<file path="src/rtl/bitstream_frame_seq.sv">
// Serial frame sequencer: hunts for a sync word, reads a length field, forwards
// payload bits and drives the serial CRC-8 checker, reporting a verdict per frame.
module bitstream_frame_seq #(
  parameter logic [7:0] SYNC_WORD = 8'hB5,
  parameter int         LEN_W     = 16
) (
  input  logic       clk_i,
  input  logic       rst_ni,
  input  logic       bit_i,
  input  logic       bit_valid_i,
  output logic       bit_ready_o,
  output logic       payload_bit_o,
  output logic       payload_valid_o,
  output logic       crc_en_o,
  output logic       crc_data_o,
  output logic       crc_capture_o,
  input  logic       crc_flag_i,
  output logic       frame_done_o,
  output logic       frame_err_o,
  output logic [1:0] err_code_o,
  output logic       busy_o
);

  localparam logic [2:0] S_HUNT    = 3'd0;
  localparam logic [2:0] S_LEN     = 3'd1;
  localparam logic [2:0] S_PAYLOAD = 3'd2;
  localparam logic [2:0] S_CRC     = 3'd3;
  localparam logic [2:0] S_CAPTURE = 3'd4;
  localparam logic [2:0] S_RESULT  = 3'd5;

  localparam logic [1:0] ERR_NONE     = 2'd0;
  localparam logic [1:0] ERR_ZERO_LEN = 2'd1;
  localparam logic [1:0] ERR_UNDERRUN = 2'd2;
  localparam logic [1:0] ERR_CRC      = 2'd3;

  // Shared bit counter: LEN_W-1 down to 0 for the length field, 7 down to 0 for the CRC byte.
  localparam int CNT_W = (LEN_W > 8) ? $clog2(LEN_W) : 3;

  logic [2:0]       state_q;
  logic [7:0]       sync_q;
  logic [LEN_W-1:0] len_q;
  logic [LEN_W-1:0] rem_q;
  logic [CNT_W-1:0] cnt_q;
  logic             res_seen_q;

  logic             accept;
  logic [7:0]       sync_next;
  logic [LEN_W-1:0] len_next;

  assign bit_ready_o = (state_q != S_CAPTURE) && (state_q != S_RESULT);
  assign busy_o      = (state_q != S_HUNT);
  assign accept      = bit_valid_i & bit_ready_o;
  assign sync_next   = {sync_q[6:0], bit_i};
  assign len_next    = {len_q[LEN_W-2:0], bit_i};

  // All outputs are registered, so each phase becomes visible one cycle after
  // its state is entered; RESULT holds two cycles so the verdict pulse is seen
  // while bit_ready_o is still low.
  always_ff @(posedge clk_i or negedge rst_ni) begin
    if (!rst_ni) begin
      state_q         <= S_HUNT;
      sync_q          <= '0;
      len_q           <= '0;
      rem_q           <= '0;
      cnt_q           <= '0;
      res_seen_q      <= 1'b0;
      payload_bit_o   <= 1'b0;
      payload_valid_o <= 1'b0;
      crc_en_o        <= 1'b0;
      crc_data_o      <= 1'b0;
      crc_capture_o   <= 1'b0;
      frame_done_o    <= 1'b0;
      frame_err_o     <= 1'b0;
      err_code_o      <= ERR_NONE;
    end else begin
      payload_valid_o <= 1'b0;
      crc_en_o        <= 1'b0;
      crc_data_o      <= 1'b0;
      crc_capture_o   <= 1'b0;
      frame_done_o    <= 1'b0;
      frame_err_o     <= 1'b0;

      case (state_q)
        S_HUNT: begin
          if (accept) begin
            if (sync_next == SYNC_WORD) begin
              state_q    <= S_LEN;
              sync_q     <= '0;
              len_q      <= '0;
              cnt_q      <= CNT_W'(LEN_W - 1);
              err_code_o <= ERR_NONE;
            end else begin
              sync_q <= sync_next;
            end
          end
        end

        S_LEN: begin
          if (accept) begin
            len_q <= len_next;
            if (cnt_q == '0) begin
              if (len_next == '0) begin
                frame_err_o <= 1'b1;
                err_code_o  <= ERR_ZERO_LEN;
                state_q     <= S_HUNT;
              end else begin
                rem_q   <= len_next;
                state_q <= S_PAYLOAD;
              end
            end else begin
              cnt_q <= cnt_q - 1'b1;
            end
          end
        end

        S_PAYLOAD: begin
          if (bit_valid_i) begin
            payload_bit_o   <= bit_i;
            payload_valid_o <= 1'b1;
            crc_en_o        <= 1'b1;
            crc_data_o      <= bit_i;
            rem_q           <= rem_q - 1'b1;
            if (rem_q == LEN_W'(1)) begin
              state_q <= S_CRC;
              cnt_q   <= CNT_W'(7);
            end
          end else begin
            // A gap would break the checker's one-bit-per-clock stream.
            frame_err_o <= 1'b1;
            err_code_o  <= ERR_UNDERRUN;
            state_q     <= S_HUNT;
          end
        end

        S_CRC: begin
          if (bit_valid_i) begin
            crc_en_o   <= 1'b1;
            crc_data_o <= bit_i;
            if (cnt_q == '0) begin
              state_q <= S_CAPTURE;
            end else begin
              cnt_q <= cnt_q - 1'b1;
            end
          end else begin
            frame_err_o <= 1'b1;
            err_code_o  <= ERR_UNDERRUN;
            state_q     <= S_HUNT;
          end
        end

        S_CAPTURE: begin
          crc_en_o      <= 1'b1;
          crc_capture_o <= 1'b1;
          res_seen_q    <= 1'b0;
          state_q       <= S_RESULT;
        end

        S_RESULT: begin
          // First cycle: the checker flag is valid at this edge (capture strobe is visible).
          if (!res_seen_q) begin
            res_seen_q <= 1'b1;
            if (crc_flag_i) begin
              frame_err_o <= 1'b1;
              err_code_o  <= ERR_CRC;
            end else begin
              frame_done_o <= 1'b1;
            end
          end else begin
            res_seen_q <= 1'b0;
            state_q    <= S_HUNT;
          end
        end

        default: begin
          state_q <= S_HUNT;
          sync_q  <= '0;
        end
      endcase
    end
  end

endmodule

</file>
<file path="config.mk">
export PLATFORM = sky130hd
export DESIGN_NAME = bitstream_frame_seq
export DESIGN_NICKNAME = d
export VERILOG_FILES = /design/src/rtl/bitstream_frame_seq.sv
export SDC_FILE = /design/constraint.sdc
export NUM_CORES = 1
export LEC_CHECK = 0
export CORE_UTILIZATION = 25
export DETAILED_ROUTE_END_ITERATION = 7
export DONT_BUFFER_PORTS = 1
export MAX_ROUTING_LAYER = met4
export PLACE_DENSITY_LB_ADDON = 0.05
export SLEW_MARGIN = 20
export SYNTH_ARGS = -nofsm -noshare
export SYNTH_HDL_FRONTEND = slang
export SYNTH_SLANG_ARGS = --single-unit
export TNS_END_PERCENT = 1
</file>
<file path="constraint.sdc">
create_clock -name clk_i -period 2.3 [get_ports clk_i]
set_input_delay 0.115 -clock clk_i [delete_from_list [all_inputs] [get_ports clk_i]]
set_output_delay 0.115 -clock clk_i [all_outputs]
set_load 0.05 [all_outputs]
</file>
[After elaboration in Yosys (flattened, before gate mapping)]
Index checks and enable logic that the tools add are counted.
Storage, ports and cells
  memories kept: 0
  latch bits: 0
  output and inout bits: 11
  bits in writable memories: 0
  register bits: 55
  input port bits: 5
  word-level logic and storage cells: 119
  bits in read-only memories: 0
Operators by class
  order comparisons: 0
  bitwise gates (word level): 2
  multiply operators: 0
  equal/unequal tests: 24
  mux-type cells: 58
  reduce and logical (&&, ||, !) cells: 19
  shift-type cells: 0
  div/mod/pow operators: 0
  add/sub/neg operators: 2
Operator list (number)
  $mux W16: 4
  $mux W15: 3
  $pmux W16 S2: 1
  $pmux W15 S2: 1
  $mux W4: 7
  $mux W3: 9
  $ne A2 B2 Y1 const B: 13
  $mux W2: 9
  $pmux W3 S6: 1
  $eq A16 B1 Y1 const B: 1
  $logic_not A16 Y1: 1
  $pmux W4 S4: 1
  $sub A16 B1 Y16 const B: 1
  $mux W1: 15
  $mux W7: 2
  $pmux W7 S2: 1
  $reduce_and A7 Y1: 2
  $ne A3 B3 Y1 const B: 4
  $reduce_and A9 Y1: 1
  $eq A8 B8 Y1 const B: 1
  $pmux W2 S4: 1
  $reduce_bool A4 Y1: 2
  $eq A3 B2 Y1 const B: 2
  $eq A3 B3 Y1 const B: 2
  other kinds (16): 20

[Depth between registers and ports, before layout]
  depth in word-level cells: 5
  mapped depth: 7
  depth with buffers taken out: 6

[Worst setup path before layout]
No wires, ideal clock.
  kind: register to register
  from: register rem_q[0]
  to: register rem_q[14]
  slack: 0.589 ns
  clock period less this slack: 1.711 ns
  arrival: 1.608 ns
  stages on the path, launching flop included: 7
  cell sequence: dfrtp_1 > inv_1 > ha_1 > nor3b_2 > and4_1 > a31o_2 > a221oi_1
On the way
  longest elaborated chain between the ends: 3
Ends and longest elaborated chain
  start, declared: RTL line 42  | logic [LEN_W-1:0] rem_q;
  start signal, assigned: RTL line 107  | rem_q <= len_next;
  start signal, assigned: RTL line 122  | rem_q <= rem_q - 1'b1;
  $sub A16 B1 Y16: RTL line 122
  $mux W16: RTL line 117  | if (bit_valid_i) begin
  $pmux W16 S2: RTL line 83  | case (state_q)
Every way passes these cells. The select of a mux whose other input is x is not followed.
A chain may end at the register's enable or synchronous reset.

[Worst setup path after layout]
  from: register len_q[11]
  to: register rem_q[13]
On the way
  longest elaborated chain between the ends: 3
Ends and longest elaborated chain
  start, declared: RTL line 41  | logic [LEN_W-1:0] len_q;
  start signal, assigned: RTL line 100  | len_q <= len_next;
  $logic_not A16 Y1: RTL line 102  | if (len_next == '0) begin
  $ne A2 B2 Y1 (no source line)
  $reduce_and A5 Y1 (no source line)
Every way passes these cells.

==> results.txt <==
----------------------------------------------------
[Clock tree]
  Clock tree from TritonCTS ... built
  H-tree depth ... 2
  Clock slew at the register clock pins of the worst setup and hold paths ... 0.07 ns
  Source-to-sink clock delay at the later pin of the worst-skew pair ... approximately 0.30 ns
  Total clock buffers created by CTS ... 5
  Root buf cell ... clkbuf_16
  Number of sinks driven by the clock tree ... between 50 and 60
  Number of buffers on the longest clock path ... 2

[Worst setup path]
  Data required time at the worst endpoint ... 2.48 ns
  Reg-to-reg setup timing slack ... 0.28 ns
  Startpoint kind of the worst setup timing path ... register
  Reg2Reg Depth ... 4
  Element type at the critical path end ... register
  Worst reg2reg path endpoint ... rem_q[13]
  Type of the setup path with the least slack ... reg -> reg
  FF-to-FF Start ... len_q[11]
  Worst-path fanout max ... 8
  Worst Path Arrival ... 2.21 ns

[Pwr]
  Clk network pwr share ... 0.381
  Power share of the combinational group ... 0.080
  LEAKAGE ... approximately 1.4 nW
  Peak VDD IR ... 0.2684 mV
  Design internal power ... roughly 0.0015 W
  Sequential power share ... 0.539
  Switching share of power ... 0.2643
  Power spent charging and discharging nets ... around 0.00054 W
  Power density over cell area ... 600.2 nW/um2

[Synth]
  Share of synthesized registers carrying an async set or reset ... 1.000
  Cell taking the most area after synthesis ... dfrtp_1
  Count of state elements after synthesis ... 55
  Unique masters post-synth ... 62
  Top cells by count, synth ... dfrtp_1 (55), nand2_1 (38), a22o_1 (19)
  Cell with the most instances after synthesis ... dfrtp_1
  Avg Synthesized Cell Area ... 10.15 um2
  Yosys top cell area share ... 0.4643
  Sequential area share after synthesis ... 0.4643
  EDFF count, synth ... 0
  Count of yosys warnings during synthesis ... 0
  Netlist area before placement ... 2964 um2
  Syn Inst Count ... 292
  Most used flip-flop cell after synthesis ... dfrtp_1
  Dominant cells by area after synthesis ... dfrtp_1 (46%), a22o_1 (5.6%), nand2_1 (4.8%)
  Post-synth net total ... about 300

[Route]
  Pre-Repair DR Iteration Count ... 4
  DR iter-0 viols ... approximately 120
  Remaining DRCs ... 0
  Total routed wirelength ... 8.517 mm
  Per-cell routed wire length ... 18.93 um
  Routed via count ... 2,337
  Post-route ant nets ... 0
  Ratio of routed vias to standard cells ... a little over 5

[STA]
  Count of pins over their slew limit ... 0
  Transition time of the tightest slew-check pin ... 0.6313 ns
  Fmax ... 0.4941 GHz
  Relative max-transition margin ... 0.5791
  Clock Skew ... 0.005770 ns
  Unrepaired setup endpoints after global routing ... no
  Final min period ... 2.024 ns
  Final total negative setup slack ... 0 ns
  Total of endpoints with negative setup slack in the final report ... 0
  Crit share post-route ... 0.8800
  Final Hold Vio Count ... 0

[Cells and area]
  Ant diodes ... 0
  Final Non-Filler Cells ... 450
  Layout-stage area growth over the synthesis result ... 14.56%
  Fill cell count ... 1,201
  Multi-input gate area in the final layout ... 1436 um2
  Share of post-route cells with drive strength above 1 ... 0.1629
  Total number of nets in the final design ... 315
  Seq. cell area ... between 1000 and 1500 um2

[Die]
  Die area ... 12,300 um2
  Die Y-Extent ... approximately 110 um
  Initial core utilization ... 0.2585
  Count of standard-cell rows ... 39
  Placeable Area ... 11,470 um2
  Top-Level Pins ... 16
  Floorplan die width ... 110.9 um

[Place]
  Routability Congestion ... 0.6854
  Total instance count after detailed placement ... 437
  Port buffer count ... 0
  Detail Placement HPWL ... 5.792 mm

[Global route]
  Number of antenna violations at the first check in global routing ... 0
  First-pass GRT wire length ... 13.99 mm
  Tot GR Track Use ... 0.1507
  Via count of the first global-routing pass ... approximately 2.4k
  Remaining Overflow, GRT ... 0
  Largest net degree at the start of global routing ... 56

[Min path]
  Worst Hold Endpoint ... err_code_o[0]
  Depth of the worst hold-timing path ... 2
  Type of the worst min-delay path ... in -> reg
  Source of the worst hold timing path ... crc_flag_i

[Status]
  Result of the run ... complete, no violations

[Run]
  Maxcap violations ... 0

----------------------------------------------------
==> cell usage in the layout (no fill, tap or decap), drive strengths merged, types with 3 or more instances in the layout <==
master | netlist | final
dfrtp | 55 | 55
nand2 | 38 | 38
buf | 11 | 21
a22o | 19 | 19
nand3 | 12 | 12
inv | 12 | 12
nor2 | 11 | 11
a21oi | 10 | 10
nor3 | 9 | 9
o221ai | 9 | 9
o21ai | 8 | 8
nor4 | 7 | 7
a22oi | 6 | 6
clkbuf | 7 | 6
nand4 | 5 | 5
o31a | 5 | 5
nor3b | 5 | 5
nand2b | 4 | 4
nor2b | 4 | 4
ha | 4 | 4
dlygate4sd3 | 0 | 4
nand3b | 3 | 3
and4bb | 3 | 3
and4 | 3 | 3
and2 | 3 | 3
mux2 | 3 | 3
mux2i | 3 | 3
o22ai | 3 | 3
a211oi | 3 | 3
==> per-stage QoR <==
step | cell area [um2] | power, W | hold slack (ns) | setup WS [ns] | util
global route | 3396 | 0.002143 | 0.05233 | 0.1617 | 0.2961
floorplan | 2964 | 0.001213 | -0.1806 | 0.5885 | -
global placement | 3183 | 0.001248 | -0.1779 | 0.2931 | 0.2776
finish | 3396 | 0.002038 | 0.03386 | 0.2761 | 0.2961
detailed placement | 3183 | 0.001247 | -0.1777 | 0.3014 | 0.2776
CTS | 3392 | 0.002074 | 0.02929 | 0.2831 | 0.2958
==> repair_timing <==
action / in CTS / in global routing
buffers inserted: 0 / 0
hold endpoints to repair: 63 / 0
resized for setup: 0 / 0
hold buffers: 5 / 0
==> routing by layer <==
layer	global-route usage	share of wire	vias to the layer above
met1	0.2006	0.50	1166
met5	-	0	-
met4	0.03200	0.0086	0
met3	0.02788	0.029	7
li1	-	-	1135
met2	0.2389	0.47	29
==> power groups by stage <==
stage | sequential, W | combinational (W) | clock (W)
finish | 0.00110 | 0.000163 | 0.000777
global route | 0.00111 | 0.000187 | 0.000847
CTS | 0.00110 | 0.000168 | 0.000809
detailed placement | 0.00112 | 0.000131 | 0
global placement | 0.00112 | 0.000131 | 0
floorplan | 0.00110 | 0.000113 | 0
==> cell type report <==
class	count	share of cell area
Clock buffer	6	0.03795
Clock inverter	2	0.003685
Sequential cell	55	0.4053
Multi-Input combinational cell	207	0.4230
Inverter	12	0.01326
Tap cell	143	0.05269
Timing Repair Buffer	25	0.06411
==> cell families (layout without fill, tap and decap cells) <==
group                    count (synthesis)  in the layout  share of synthesized area
AND/OR/NAND/NOR                        115            115                     0.2263
AO/OA/AOI/OAI                           82             82                     0.2187
flip-flops                              55             55                     0.4643
buffers and inverters                   30             45                    0.05234
multiplexers                             6              6                    0.02153
adder cells (fa/ha/maj)                  4              4                    0.01689
==> sequential cells by signal, summed over array words and instances (netlist names), 2 cells and up <==
signal,flops
err_code_o,2
len_q,15
cnt_q,4
state_q,3
sync_q,7
rem_q,16
==> critical path, stage by stage, from the launching register on <==
cell and delay [ns]:
dfrtp_1 0.44, nor4_1 0.45, and4_1 0.49, o21ai_2 0.18, a222oi_1 0.35
==> how the worst max path moves through the flow <==
| stage | cells after the start | end | start |
|---|---|---|---|
| finish | 4 | rem_q[13] | len_q[11] |
| global route | 4 | rem_q[13] | len_q[10] |
| detailed placement | 4 | rem_q[13] | len_q[10] |
| CTS | 6 | rem_q[9] | cnt_q[0] |
| global placement | 6 | rem_q[15] | cnt_q[0] |
| floorplan | 6 | rem_q[14] | rem_q[0] |
No activity file was read; power rests on OpenSTA's default activity.
